### src/rtl/mojo_serial_tx_arbiter.sv
// mojo_serial_tx_arbiter
// Shares one serial UART transmitter between NUM_CH block producers. A pending
// requester is picked round-robin, its BLOCK_BYTES-wide block is latched, and an
// optional channel-tag header byte followed by the block bytes (byte 0 first) is
// handed to the UART one byte at a time, paced against tx_busy.
//
// Ports
//   clk          clock
//   rst          synchronous reset, active-high
//   req          per-channel block pending
//   blocks       channel i block at [i*BLOCK_BYTES*8 +: BLOCK_BYTES*8]
//   ack          one-cycle pulse, channel block latched
//   busy         high from grant until the last byte is handed to the UART
//   grant_id     channel being sent (valid while busy)
//   tx_busy      UART busy; a byte is handed over only when low
//   tx_data      byte to UART
//   new_tx_data  one-cycle strobe qualifying tx_data
module mojo_serial_tx_arbiter #(
    parameter int unsigned NUM_CH      = 4,
    parameter int unsigned BLOCK_BYTES = 4,
    parameter bit          HEADER_EN   = 1'b1,
    parameter logic [3:0]  HEADER_TAG  = 4'hA
) (
    input  logic                            clk,
    input  logic                            rst,
    input  logic [NUM_CH-1:0]               req,
    input  logic [NUM_CH*BLOCK_BYTES*8-1:0] blocks,
    output logic [NUM_CH-1:0]               ack,
    output logic                            busy,
    output logic [3:0]                      grant_id,
    input  logic                            tx_busy,
    output logic [7:0]                      tx_data,
    output logic                            new_tx_data
);

    localparam int unsigned BW = BLOCK_BYTES * 8;
    localparam int unsigned CW = $clog2(BLOCK_BYTES + 1);

    typedef enum logic [1:0] {
        IDLE,
        HDR,
        DATA,
        HOLD
    } state_t;

    state_t          state_q, state_d;
    logic            hold_idle_q, hold_idle_d;
    logic [BW-1:0]   shift_q, shift_d;
    logic [CW-1:0]   cnt_q, cnt_d;
    logic [3:0]      ptr_q, ptr_d;

    logic [7:0]        tx_data_d;
    logic              new_tx_data_d;
    logic [NUM_CH-1:0] ack_d;
    logic              busy_d;
    logic [3:0]        grant_id_d;

    logic              gnt_found;
    logic [3:0]        gnt_idx;
    logic [NUM_CH-1:0] gnt_oh;
    logic [BW-1:0]     gnt_block;

    // Round-robin pick: channels above the pointer first, then wrap to those at or below it.
    always_comb begin
        gnt_found = 1'b0;
        gnt_idx   = 4'd0;
        gnt_oh    = '0;
        gnt_block = '0;
        for (int unsigned j = 0; j < NUM_CH; j++) begin
            if (!gnt_found && (j > 32'(ptr_q)) && req[j]) begin
                gnt_found = 1'b1;
                gnt_idx   = 4'(j);
                gnt_oh[j] = 1'b1;
                gnt_block = blocks[j*BW +: BW];
            end
        end
        for (int unsigned j = 0; j < NUM_CH; j++) begin
            if (!gnt_found && (j <= 32'(ptr_q)) && req[j]) begin
                gnt_found = 1'b1;
                gnt_idx   = 4'(j);
                gnt_oh[j] = 1'b1;
                gnt_block = blocks[j*BW +: BW];
            end
        end
    end

    // State and output registers.
    always_ff @(posedge clk) begin
        if (rst) begin
            state_q     <= IDLE;
            hold_idle_q <= 1'b0;
            shift_q     <= '0;
            cnt_q       <= '0;
            ptr_q       <= 4'(NUM_CH - 1);
            tx_data     <= 8'd0;
            new_tx_data <= 1'b0;
            ack         <= '0;
            busy        <= 1'b0;
            grant_id    <= 4'd0;
        end else begin
            state_q     <= state_d;
            hold_idle_q <= hold_idle_d;
            shift_q     <= shift_d;
            cnt_q       <= cnt_d;
            ptr_q       <= ptr_d;
            tx_data     <= tx_data_d;
            new_tx_data <= new_tx_data_d;
            ack         <= ack_d;
            busy        <= busy_d;
            grant_id    <= grant_id_d;
        end
    end

    // Next-state and next-output logic.
    always_comb begin
        state_d       = state_q;
        hold_idle_d   = hold_idle_q;
        shift_d       = shift_q;
        cnt_d         = cnt_q;
        ptr_d         = ptr_q;
        tx_data_d     = tx_data;
        new_tx_data_d = 1'b0;
        ack_d         = '0;
        busy_d        = busy;
        grant_id_d    = grant_id;

        case (state_q)
            IDLE: begin
                if (gnt_found) begin
                    shift_d    = gnt_block;
                    ack_d      = gnt_oh;
                    busy_d     = 1'b1;
                    grant_id_d = gnt_idx;
                    ptr_d      = gnt_idx;
                    cnt_d      = CW'(BLOCK_BYTES);
                    state_d    = HEADER_EN ? HDR : DATA;
                end
            end
            HDR: begin
                if (!tx_busy) begin
                    tx_data_d     = {HEADER_TAG, grant_id};
                    new_tx_data_d = 1'b1;
                    hold_idle_d   = 1'b0;
                    state_d       = HOLD;
                end
            end
            DATA: begin
                if (!tx_busy) begin
                    tx_data_d     = shift_q[7:0];
                    new_tx_data_d = 1'b1;
                    shift_d       = shift_q >> 8;
                    cnt_d         = cnt_q - CW'(1);
                    state_d       = HOLD;
                    if (cnt_q > CW'(1)) begin
                        hold_idle_d = 1'b0;
                    end else begin
                        hold_idle_d = 1'b1;
                        busy_d      = 1'b0;
                    end
                end
            end
            HOLD: begin
                // UART raises tx_busy one cycle after a strobe; skip sampling it here.
                state_d = hold_idle_q ? IDLE : DATA;
            end
            default: state_d = IDLE;
        endcase
    end

endmodule

### config.mk
export PLATFORM = sky130hd
export DESIGN_NAME = mojo_serial_tx_arbiter
export DESIGN_NICKNAME = d
export VERILOG_FILES = /design/src/rtl/mojo_serial_tx_arbiter.sv
export SDC_FILE = /design/constraint.sdc
export NUM_CORES = 1
export LEC_CHECK = 0
export ABC_CLOCK_PERIOD_IN_PS = 5900
export BUFFER_PORTS_ARGS = -buffer_cell sky130_fd_sc_hd__buf_2
export CORE_ASPECT_RATIO = 0.9
export CORE_UTILIZATION = 30
export DETAILED_ROUTE_END_ITERATION = 10
export GPL_TIMING_DRIVEN = 0
export PLACE_DENSITY = 0.51
export SYNTH_ARGS = -nofsm -noshare
export SYNTH_HDL_FRONTEND = slang
export SYNTH_SLANG_ARGS = --single-unit
export TNS_END_PERCENT = 100
### constraint.sdc
create_clock -name clk -period 5.9 [get_ports clk]
set_clock_uncertainty 0.15 [all_clocks]
set_input_delay 0.59 -clock clk [delete_from_list [all_inputs] [get_ports clk]]
set_output_delay 0.59 -clock clk [all_outputs]
set_load 0.01 [all_outputs]
* After elaboration in Yosys (flattened, before gate mapping) *
Index checks and enable logic that the tools add are counted.

storage, ports and cells
  bits in registers = 60
  input port bits = 135
  output and inout bits = 18
  logic and storage cells = 107

operators by class
  add/sub/neg operators = 1
  order comparisons = 7
  eq/ne operators = 8
  mux-type cells = 49
  bitwise logic cells = 3
  reduce and logical (&&, ||, !) cells = 29

operator list
  operator            count
  $mux 32             9
  $pmux 32 s2         1
  $mux 1              21
  $mux 4              5
  $mux 8              2
  $pmux 8 s2          1
  $logic_and 1x1->1   12
  $ne 2x2->1 const B  5
  $gt 2x4->1 const A  2
  $le 2x4->1 const A  2
  $mux 2              4
  $logic_not 1->1     6
  $mux 3              2
  $pmux 2 s3          1
  $pmux 3 s2          1
  $reduce_and 3->1    2
  $eq 2x2->1 const B  2
  $gt 1x4->1 const A  1
  $le 1x4->1 const A  1
  $pmux 1 s2          2
  $reduce_and 2->1    2
  $reduce_and 4->1    1
  $reduce_bool 2->1   2
  $reduce_or 2->1     2
  6 further kinds     8

* Logic depth before layout (Yosys ltp) *
Gate-level depths: netlist (run 1).

  depth after elaboration = 28
  gate-level depth with buffers = 9
  depth with buffers taken out = 7

* Worst setup path after synthesis (run 1) *
No wires, ideal clock.

  path type = reg2reg
  start = register state_q[0]
  end = register shift_q[10]
  setup time = 0.136 ns
  data arrival time = 1.855 ns
  required time = 5.614 ns
  slack = 3.759 ns
  stages on the path, launching flop included = 10
  buffers on the path = 2
  period minus slack after synthesis = 2.141 ns
  cells stage by stage = dfxtp_1 inv_1 ha_1 buf_4 nor2b_1 a2bb2oi_4 nand2_1 buf_2 a2111oi_0 a211oi_1

between the ends
  longest elaborated chain between the ends = 3
  elaborated cells between the ends (all ways) = 7
  classes of those cells = eq/ne (3); mux (1); reduce/logical (3)

ends and longest elaborated chain
  element                                                           RTL line  RTL
  from (decl)                                                       46        state_t state_q, state_d;
  from (signal assigned)                                            101       state_q <= state_d;
  $eq 2x2->1 or $logic_not 2->1 (tied branches)                     127       case (state_q)
  $ne 2x2->1 (no source line) or $reduce_bool 2->1 (tied branches)  -
  $reduce_and 3->1 (no source line)                                 -
  to (signal assigned)                                              103       shift_q <= shift_d;
  to (decl)                                                         48        logic [BW-1:0] shift_q, shift_d;

Several ways; a longest one is shown, not always the timed one.
A chain may end at the register's enable or synchronous reset.

* Worst setup path in the final report (run 1) *
  start = register state_q[1]
  end = register shift_q[14]

Same word-level chain as after synthesis.

==> results by group, run 1 <==
Setup path
  • CP delay by family, top: compound AO/OA/AOI/OAI gates
  • Crit path DAT: 2.91 ns
  • WP buf/inv: 3
  • Crit-path max cell delay: 0.59 ns
  • Crit path max fanout: 10
  • Flop-to-flop setup slack: ~3 ns
  • Critical R2R Capture: shift_q[14]$_SDFFE_PP0P_
  • Worst-case reg-to-reg path depth: 9
  • CP required: 5.90 ns
  • Crit-path slowest cell: a2111oi_0
  • Setup CP Type: flop to flop
  • Crit-path cells: inv_1 > ha_1 > buf_4 > nor2b_1 > a2bb2oi_4 > nand2_1 > buf_2 > a2111oi_0 > a211oi_1
  • Crit start category: flop
  • FF-to-FF Start: state_q[1]$_SDFFE_PP0P_
  • Worst setup EP type: flop

Global routing
  • First-pass GRT wire length: 30.4 mm
  • Total gr overflow: 0
  • Total GRT Usage: between 20% and 30%
  • Largest net degree at the start of global routing: 18
  • Vias in the first global route: 5608
  • Antenna violations before repair: 0

Synthesis
  • Ys flop type: dfxtp_1
  • YS warnings: 0
  • Most frequent cell after synthesis: nand2_1
  • Synth unique cells: between 40 and 50
  • Number of flops mapped to enable cells by yosys: 0
  • Ys async rst share: 0%
  • Gate Count Post-Synth: 612
  • Commonest cells in the netlist: 96 x nand2_1, 56 x dfxtp_1, 50 x nand3_1
  • Cell taking the most area after synthesis: dfxtp_1
  • Top cells by area, synth: dfxtp_1 25%, o221ai_1 9.0%, nand2_1 7.9%
  • Seq/Total Area, Yosys: 24.6%
  • Count of state elements after synthesis: between 50 and 60
  • Share of the synthesized area in the top cell type: 24.6%
  • Cell area after synthesis: 4550 sq um
  • Avg Inst Size Synth: 7.44 sq um

Clock tree
  • PostCTS Resize Cnt: 0
  • H-Tree Depth: 2
  • Num CTS Buffers: 5
  • Clk_lat worst skew: 0.30 ns
  • Clock root buffer master: clkbuf_16
  • CTS hold repair buffers: 0
  • Post-CTS setup buffer count: 0
  • Clk sinks: 56
  • Clock transition at path regs: 0.07 ns
  • Clock Tree Buf Depth: 2
  • CTS tree: built

Cells and area
  • Diode count: 0
  • Register area: ~1100 sq um
  • Fillers: around 1600
  • Share of cells above drive strength 1: roughly 29%
  • Layout area overhead: 25.3%
  • Fin cells: 968
  • Multi-input logic area: 3020 sq um
  • # nets final: 910

STA
  • Min Hold Slack: around 0.32 ns
  • Final TNS setup: 0 ns
  • Final Critical Period: 2.90 ns
  • FMAX: about 0.34 GHz
  • Pins Over Slew Limit: 0
  • Slew @ Worst Pin: 0.921 ns
  • Final Hold Vio Count: 0
  • Tcrit/Tclk final: 49.2%
  • Relative slew slack: 38.1%
  • Final setup fails: 0
  • RSZ-0062 raised after global routing: no

Drt
  • Via/cell ratio: 5.88
  • Routed len/inst: 20.2 microns
  • 1st-pass router iterations: 5
  • Remaining antenna violation count: 0
  • Detailed Route Iter0 Violations: 550
  • Residual DRC: 0
  • Routed wire length: ~20 mm
  • Via count: 5688

Die
  • Chip height: 119 microns
  • Rows: 42
  • Core Box Area: 14800 sq um
  • Top-level I/O count: 153
  • Starting Density: 30.8%
  • Die area: 15700 sq um
  • Die X-Extent: 132 microns

Power and ir drop
  • Pwr/cell area: between 200 and 250 nW/um^2
  • Worst vdd ir: 113 uV
  • LEAKAGE: 2.28 nW

Hold path
  • HP Start: shift_q[2]$_SDFFE_PP0P_
  • Hold path depth: 2
  • Hold/Removal Path Class: flop to flop
  • Hold EP: shift_q[2]$_SDFFE_PP0P_

Placed design
  • Placed insts: 960
  • IO Port Bufs: 149
  • HPWL Detailed: 14.7 mm
  • Routability Congestion: between 0.8 and 0.9

Status
  • Status: finished clean

Job
  • Max-cap violations: 0
-- worst max-delay path by stage --
stage | from | end | slack, ns | depth (start not counted)
finish | state_q[1]$_SDFFE_PP0P_ | shift_q[14]$_SDFFE_PP0P_ | 3.00 | 9
global route | state_q[0]$_SDFFE_PP0P_ | shift_q[7]$_SDFFE_PP0P_ | 2.86 | 9
CTS | state_q[1]$_SDFFE_PP0P_ | shift_q[14]$_SDFFE_PP0P_ | 3.02 | 9
detailed placement | req[3] | shift_q[14]$_SDFFE_PP0P_ | 3.01 | 8
global placement | req[3] | shift_q[14]$_SDFFE_PP0P_ | 3.04 | 8
floorplan | state_q[0]$_SDFFE_PP0P_ | shift_q[10]$_SDFFE_PP0P_ | 3.76 | 9
-- per-layer routing --
| layer | share of wire, % | vias up | track usage [%] |
|---|---|---|---|
| met2 | 44 | 320 | 38.9 |
| met3 | 8.4 | 31 | 4.38 |
| met1 | 45 | 2702 | 33.8 |
| met5 | 0 | - | 0 |
| met4 | 2.2 | 0 | 8.43 |
| li1 | - | 2635 | - |
-- layout by cell type (no fill, tap or decap), drive strengths merged --
| cell | n |
|---|---|
| nand2 | 96 |
| buf | 184 |
| or2 | 1 |
| nand3 | 50 |
| o21ai | 11 |
| a311oi | 1 |
| conb | 2 |
| a22oi | 6 |
| o31ai | 9 |
| o221ai | 47 |
| clkinvlp | 2 |
| ha | 6 |
| a2bb2oi | 1 |
| o32ai | 23 |
| a31oi | 1 |
| a21o | 9 |
| mux2i | 2 |
| nor2 | 31 |
| o2bb2ai | 1 |
| nand4b | 1 |
| or3b | 1 |
| mux2 | 23 |
| a21oi | 25 |
| and3 | 9 |
| nand2b | 7 |
| clkbuf | 35 |
| a211oi | 27 |
| nor4 | 3 |
| nor2b | 3 |
| inv | 32 |
| o22ai | 1 |
| nor3 | 11 |
| dfxtp | 56 |
| or3 | 1 |
| a2111oi | 23 |
| a221oi | 3 |
| nor3b | 24 |
| or4 | 1 |
| a2111o | 1 |
-- sequential cells by signal, summed over array words and instances (netlist names) --
signal,count
grant_id,2
state_q,2
busy,1
ack,4
hold_idle_q,1
cnt_q,3
shift_q,32
new_tx_data,1
tx_data,8
ptr_q,2
-- tightest hold or removal path: cells and delay by family, from the launching register on --
| family | cells | cell delay (ns) |
|---|---|---|
| flops | 1 | 0.31 |
| simple gates | 1 | 0.05 |
| compound gates | 1 | 0.06 |
-- area by class of cell --
| cell class | instances | share of cell area, % |
|---|---|---|
| multi-input cells | 461 | 52.9 |
| clock buffers | 6 | 2.44 |
| inverters | 32 | 2.11 |
| plain buffers | 64 | 5.18 |
| clock inverters | 2 | 0.263 |
| well taps | 198 | 4.34 |
| repair buffers | 149 | 13.1 |
| flip-flops and latches | 56 | 19.7 |
-- logic make-up after synthesis --
logic type | after synthesis | synth area share, %
buf+inv | 96 | 9.13
fa+ha+maj | 6 | 1.65
simple gates | 239 | 25.4
other cells | 1 | 0.0824
flops | 56 | 24.6
mux | 25 | 6.13
compound gates | 189 | 33.0
-- metrics by stage --
step | utilization, % | cell area, sq um | setup WS, ns | power (mW)
finish | 38.6 | 5700 | 3.00 | 1.26
global route | 38.6 | 5700 | 2.86 | 1.32
CTS | 38.6 | 5700 | 3.02 | 1.25
detailed placement | 37.6 | 5550 | 3.01 | 0.937
global placement | 37.6 | 5550 | 3.04 | 0.931
floorplan | - | 4550 | 3.76 | 0.750
-- power by group --
group	internal [mW]	leakage, nW	switching (mW)
sequential	0.424	0.461	0.0416
combinational	0.177	1.75	0.295
clock	0.170	0.0691	0.151
total	0.771	2.28	0.488
Note: power is estimated with default switching activity, not from simulation.
==> run 2, diff against run 1 <==
ABC_CLOCK_PERIOD_IN_PS = 2810   (was 5900)
clock period = 2.81 ns   (was 5.9 ns; I/O delays follow)
==> results by group, run 2 (same netlist as run 1, synthesis figures left out) <==
Status
  • Status: finished clean (unchanged)

Drt
  • Via/cell ratio: 5.86 (was 5.88)
  • Remaining antenna violation count: 0 (unchanged)
  • Routed wire length: 19.6 mm (was 19.5 mm)
  • 1st-pass router iterations: 5 (unchanged)
  • Routed len/inst: 20.2 microns (about the same)
  • Via count: 5680 (was 5688)
  • Residual DRC: 0 (unchanged)
  • Detailed Route Iter0 Violations: 545 (was 550)

Global routing
  • Met3 Usage GRT: 4.38% (unchanged)
  • Total GRT Usage: 24.7% (about the same)
  • Met2 Use GR: 39.0% (was 38.9%)
  • Total gr overflow: 0 (unchanged)
  • Met1 Usage GRT: 33.9% (was 33.8%)
  • GR peak layer: met2 (unchanged)
  • Antenna violations before repair: 0 (unchanged)
  • Vias in the first global route: 5614 (was 5608)
  • Largest net degree at the start of global routing: 18 (unchanged)
  • First-pass GRT wire length: 30.4 mm (about the same)

Clock tree
  • Clk_lat worst skew: 0.30 ns (about the same)
  • Num CTS Buffers: 5 (unchanged)
  • Clock Tree Buf Depth: 2 (unchanged)
  • CTS tree: built (unchanged)
  • Clock transition at path regs: 0.08 ns (was 0.07 ns)
  • Clk sinks: 56 (unchanged)
  • H-Tree Depth: 2 (unchanged)
  • Clock root buffer master: clkbuf_16 (unchanged)

Setup path
  • Most common cell on crit path: nand3_1
  • CP delay by family, top: simple AND/OR/NAND/NOR gates (was compound AO/OA/AOI/OAI gates)
  • Crit path DAT: 2.75 ns (was 2.91 ns)
  • Setup CP Type: flop to flop (unchanged)
  • Crit path max fanout: 10 (unchanged)
  • CP required: 2.90 ns (was 5.90 ns)
  • Worst setup EP type: flop (unchanged)
  • Crit-path max cell delay: 0.64 ns (was 0.59 ns)
  • Crit start category: flop (unchanged)
  • WP buf/inv: 3 (unchanged)
  • Crit-path cells: inv_1 > ha_1 > inv_2 > nand3_1 > nor3_1 > buf_2 > o21ai_0 > nand3_1 (was inv_1 > ha_1 > buf_4 > nor2b_1 > a2bb2oi_4 > nand2_1 > buf_2 > a2111oi_0 > a211oi_1)
  • Crit-path slowest cell: nor3_1 (was a2111oi_0)

STA
  • Final Critical Period: 2.65 ns (was 2.90 ns)
  • RSZ-0062 raised after global routing: no (unchanged)
  • FMAX: 0.377 GHz (was 0.344 GHz)
  • Final setup fails: 0 (unchanged)
  • Final Hold Vio Count: 0 (unchanged)
  • Pins Over Slew Limit: 0 (unchanged)
  • Relative slew slack: 39.4% (was 38.1%)
  • Slew @ Worst Pin: 0.901 ns (was 0.921 ns)
  • Tcrit/Tclk final: 94.4% (was 49.2%)

Die
  • Core Box Area: 14800 sq um (unchanged)
  • Chip height: 119 microns (unchanged)
  • Starting Density: 30.8% (unchanged)
  • Rows: 42 (unchanged)
  • Die X-Extent: 132 microns (unchanged)
  • Die area: 15700 sq um (unchanged)
  • Top-level I/O count: 153 (unchanged)

Cells and area
  • Diode count: 0 (unchanged)
  • Fin util: 39.0% (was 38.6%)
  • Largest register FFs: 32 (unchanged)
  • Commonest non-fill, non-tap cells in the layout: 172 x buf_2, 96 x nand2_1, 56 x dfxtp_1 (unchanged)
  • Share of cells above drive strength 1: 29.9% (was 29.0%)
  • # nets final: 912 (was 910)
  • Most common cell after layout, fill and taps aside: buf_2 (unchanged)
  • Biggest regs: shift_q: 32 flops, tx_data: 8 flops, ack: 4 flops (unchanged)
  • Fillers: 1600 (was 1604)
  • Most flop-heavy register: shift_q (unchanged)
  • Layout area overhead: 26.7% (was 25.3%)

Power and ir drop
  • Sw Ratio: 38.6% (was 38.8%)
  • Switch Pwr: 1.03 mW (was 0.488 mW)
  • Cell Int Power: 1.64 mW (was 0.771 mW)
  • LEAKAGE: 2.29 nW (was 2.28 nW)
  • Total Power: 2.67 mW (was 1.26 mW)
  • Clk pwr share: 25.0% (was 25.5%)
  • Pwr/cell area: 464 nW/um^2 (was 221 nW/um^2)
  • Comb power frac: 38.4% (was 37.5%)
  • Flop pwr share: 36.5% (was 37.0%)
  • Worst vdd ir: 235 uV (was 113 uV)

Placed design
  • IO Port Bufs: 149 (unchanged)
  • Routability Congestion: 0.891 (unchanged)
  • HPWL Detailed: 14.7 mm (unchanged)

Job
  • Max-cap violations: 0 (unchanged)

Hold path
  • Hold/Removal Path Class: primary input to flop (was flop to flop)
-- run 2: final timing paths --
kind                           start                       end  slack [ns]  depth (start not counted)
max reg2reg  state_q[0]$_SDFFE_PP0P_  shift_q[27]$_SDFFE_PP0P_        0.16                          8
max          state_q[0]$_SDFFE_PP0P_  shift_q[27]$_SDFFE_PP0P_        0.16                          8
min                        blocks[6]   shift_q[6]$_SDFFE_PP0P_        0.14                          3
min reg2reg  shift_q[2]$_SDFFE_PP0P_   shift_q[2]$_SDFFE_PP0P_        0.32                          2
-- run 2: area by class of cell --
cell class | count | area, sq um | area share, %
sequential | 56 | 1120 | 19.4
clock buffer | 6 | 139 | 2.41
buffer | 64 | 295 | 5.12
tap | 198 | 248 | 4.30
inverter | 32 | 120 | 2.08
multi-input combinational | 461 | 3070 | 53.2
timing repair buffer | 151 | 761 | 13.2
clock inverter | 2 | 15.0 | 0.260
-- run 2: power by group through the flow --
stage / combinational [mW] / clock, mW / sequential (mW)
after detailed placement: 0.974 / 0 / 0.994
after CTS: 0.980 / 0.679 / 0.975
after floorplan: 0.614 / 0 / 0.961
after global placement: 0.963 / 0 / 0.992
after global routing: 1.11 / 0.702 / 0.987
final: 1.03 / 0.669 / 0.977
-- run 2: routing by layer --
layer  wire length (microns)  share of wire [%]  up-vias
met2                    8640                 44      318
li1                        -                  -     2645
met1                    8900                 46     2678
met4                     472                2.4        0
met3                    1540                7.9       39
met5                       0                  0        -
-- run 2: worst register-to-register path, cell delays in order, from the launching register on --
cell and delay (ns):
dfxtp_1 0.40, inv_1 0.08, ha_1 0.27, inv_2 0.20, nand3_1 0.21, nor3_1 0.64, buf_2 0.36, o21ai_0 0.18
nand3_1 0.11
-- run 2: what timing repair did --
item,CTS,global route
hold buffers,0,0
resized for setup,2,19
setup endpoints to repair,2,19
buffers inserted,0,2
-- run 2: through the flow --
step,instance area [sq um],setup TNS [ns],setup WS (ns),hold slack [ns],std cells
5_1_grt,5770,0,0.0574,0.198,970
6_report,5770,0,0.157,0.142,970
2_1_floorplan,4550,0,0.669,0.290,613
4_1_cts,5700,0,0.0221,0.139,968
3_3_place_gp,5550,0,0.0246,0.312,960
3_5_place_dp,5550,-0.0601,-0.0400,0.316,960
